### config.mk
export PLATFORM = sky130hd
export DESIGN_NAME = sequence_checker_attempt_timer
export DESIGN_NICKNAME = d
export VERILOG_FILES = /design/src/rtl/sequence_checker_attempt_timer.sv
export SDC_FILE = /design/constraint.sdc
export NUM_CORES = 1
export LEC_CHECK = 0
export CAP_MARGIN = 20
export CORE_MARGIN = 10
export CORE_UTILIZATION = 35
export DETAILED_ROUTE_END_ITERATION = 8
export GPL_ROUTABILITY_DRIVEN = 0
export GPL_TIMING_DRIVEN = 0
export PLACE_DENSITY_LB_ADDON = 0.08
export SYNTH_ARGS = -nofsm -noshare
export SYNTH_HDL_FRONTEND = slang
export SYNTH_SLANG_ARGS = --single-unit
### constraint.sdc
create_clock -name clk -period 2.2 [get_ports clk]
set_clock_uncertainty 0.15 [all_clocks]
set_input_delay 0.66 -clock clk [delete_from_list [all_inputs] [get_ports clk]]
set_output_delay 0.66 -clock clk [all_outputs]
set_load 0.01 [all_outputs]
### src/rtl/sequence_checker_attempt_timer.sv
// Per-attempt second counter; expire holds once the count
// reaches TIMEOUT_SEC and stays there until cleared.
module sequence_checker_attempt_timer #(
    parameter int TIMEOUT_SEC = 20
) (
    input  logic clk,
    input  logic reset,
    input  logic clear,
    input  logic tick,
    output logic expire
);

    localparam logic [7:0] LIMIT = 8'(TIMEOUT_SEC);

    logic [7:0] count;

    always_ff @(posedge clk or posedge reset) begin
        if (reset) begin
            count <= '0;
        end else if (clear) begin
            count <= '0;
        end else if (tick && !expire) begin
            count <= count + 8'd1;
        end
    end

    assign expire = (count == LIMIT);

endmodule

==> metrics <==
Worst Tran Pin Value=around 0.38 ns; cell area power density=around 510 nW/um^2; type of the worst min-delay path=reg2reg; # DRC=0; commonest non-fill, non-tap cells in the layout=dfrtp_1 (8), a21oi_1 (5), o21ai_0 (4), buf_4 (4); largest registers=count x8; most common cell after layout, fill and taps aside=dfrtp_1; FILL cells=128; Clk pin slew, worst setup/hold paths=roughly 0.060 ns; initial antenna violation count=0; Layout area overhead=26.2%; WP data arrival=about 1.3 ns; Syn Nets=55; syn_area_per_cell=9.65 sq um; Std-Cell Rows=13; Tot GR Track Use=6.37%; EDFF count, synth=0; yosys warns=0; Largest register FFs=8; Root Buffer=clkbuf_4; Ports=5; Mapped Cells=a little under 50; RSZ-0062 raised after global routing=false; most flop-heavy register=count; CP Class=reg2out; cell family with most CP delay=flip-flops; fraction of registers with async set/reset=between 90% and 100%; chip height=between 50 and 60 microns; Post-CTS Hold Buffers=0; CTS tree=built; largest net degree at the start of global routing=11; Slowest-stage cell, CP=dfrtp_1; WL/cell=13.5 microns; crit-path max cell delay=0.39 ns; GRT overflow=0; CP required=1.39 ns; Reg area=between 200 and 250 sq um; Initial Util=36.8%; register bit total from synthesis=8; CP Cell Sequence=inv_2 -> ha_2 -> and4b_4 -> and2_4 -> buf_6; core region area=1280 sq um; Worst setup EP type=output port; Post-Syn Area=around 470 sq um; die span in x=around 57 microns; Ant. Diodes=0; TNS Setup=0 ns; final wirelength=roughly 1000 microns; Pre-antenna DRT Iters=4; Leak Pwr=0.259 nW; share of layout cells above drive strength 1=between 20% and 30%; register area share after synthesis=42.3%; r2r worst-path depth=6; fin crit period=2.13 ns; Max Transition Viols Final=0; source of the critical timing path=count[0]; Clock Sinks=8; clock buffer count from CTS=3; Final ANT Viol Nets=0; vias in the first global route=420; Hold Path Stages=2; routed vias/inst=approximately 5.3; fin nets=68; Max VDD drop=approximately 0.41 mV; port bufs=4; first-pass GRT wire length=1760 microns; Max-slew headroom=74.3%; Max Cap Viol=0; # setup viols final=0; Vias=395; footprint of the multi-input gates=between 200 and 300 sq um; WP buf/inv=2; Final Cycle Share=between 90% and 100%; clock buffer depth=2; DR iter-0 viols=6; final hold vios=0; ys flop type=dfrtp_1; die area=about 3200 sq um; Crit path depth=5; worst r2r src=count[0]; Netlist cell types=23; Crit Path Max Fanout=2; Clock Latency Late Sink=~0.25 ns; # H-tree levels=1; WHS=about 0.45 ns; outcome=complete, no violations; post-DP HPWL=about 730 microns; min-delay src=count[7]; fmax=roughly 470 MHz; CP Launch Type=flop
synthesized netlist by cell type (2+ instances only):
master | count | area [sq um]
dfrtp_1 | 8 | 200
a21oi_1 | 5 | 25.0
o21ai_0 | 4 | 20.0
inv_1 | 3 | 11.3
nand2_1 | 3 | 11.3
nor2_1 | 3 | 11.3
or3_1 | 3 | 18.8
ha_1 | 2 | 25.0
nand2b_1 | 2 | 12.5
nand3_1 | 2 | 10.0
nand4_1 | 2 | 12.5
kinds of logic after synthesis:
| kind of cell | synth area share (%) |
|---|---|
| flip-flops | 42.3 |
| buffers and inverters | 3.17 |
| multiplexers | 5.29 |
| XOR/XNOR | 1.85 |
| AO/OA/AOI/OAI | 13.8 |
| AND/OR/NAND/NOR | 28.3 |
| adder cells (fa/ha/maj) | 5.29 |
final timing paths:
check                            to  slack [ns]
setup / recovery             expire        0.07
hold / removal             count[7]        0.45
setup reg to reg           count[0]        0.52
hold reg to reg            count[7]        0.45
max in group asynchronous  count[5]        1.14
min in group asynchronous  count[1]        0.50
per-layer routing:
layer	track usage [%]	wire length, microns
met5	0	0
met4	2.01	0
met3	1.57	36
met2	11.3	541
met1	7.18	434
final cells by class:
cell class	instances	share of cell area (%)
multi-input cells	37	45.1
flip-flops and latches	8	33.5
repair buffers	8	11.9
clock buffers	3	3.77
well taps	15	3.14
inverters	3	1.89
plain buffers	1	0.629
what timing repair did:
action / 4_1_cts / 5_1_grt
pin swaps: 0 / 0
endpoints found under the setup margin: 1 / 1
setup buffers: 3 / 1
resized for setup: 4 / 5
cloned: 0 / 0
metrics by stage:
| stage | util (%) | setup WS [ns] | cell area (sq um) | total power, mW | cells |
|---|---|---|---|---|---|
| 5_1_grt | 46.4 | 0.0112 | 597 | 0.324 | 75 |
| 3_5_place_dp | 41.4 | -0.175 | 532 | 0.186 | 68 |
| 3_3_place_gp | 41.4 | -0.161 | 532 | 0.185 | 68 |
| 2_1_floorplan | - | 0.378 | 473 | 0.175 | 49 |
| 4_1_cts | 44.5 | 0.0504 | 572 | 0.307 | 74 |
| 6_report | 46.4 | 0.0672 | 597 | 0.305 | 75 |
worst min-delay path: cells and delay by family, from the launching register on:
family	cells	cell delay, ns
compound gates	2	0.15
flops	1	0.40
power breakdown:
group	switching, mW	leakage [nW]	total, mW	internal, mW
clock network	0.0509	0.0138	0.113	0.0625
logic	0.0183	0.135	0.0387	0.0204
registers	0.00256	0.110	0.153	0.151
total	0.0717	0.259	0.305	0.234
Note: power is estimated with default switching activity, not from simulation.
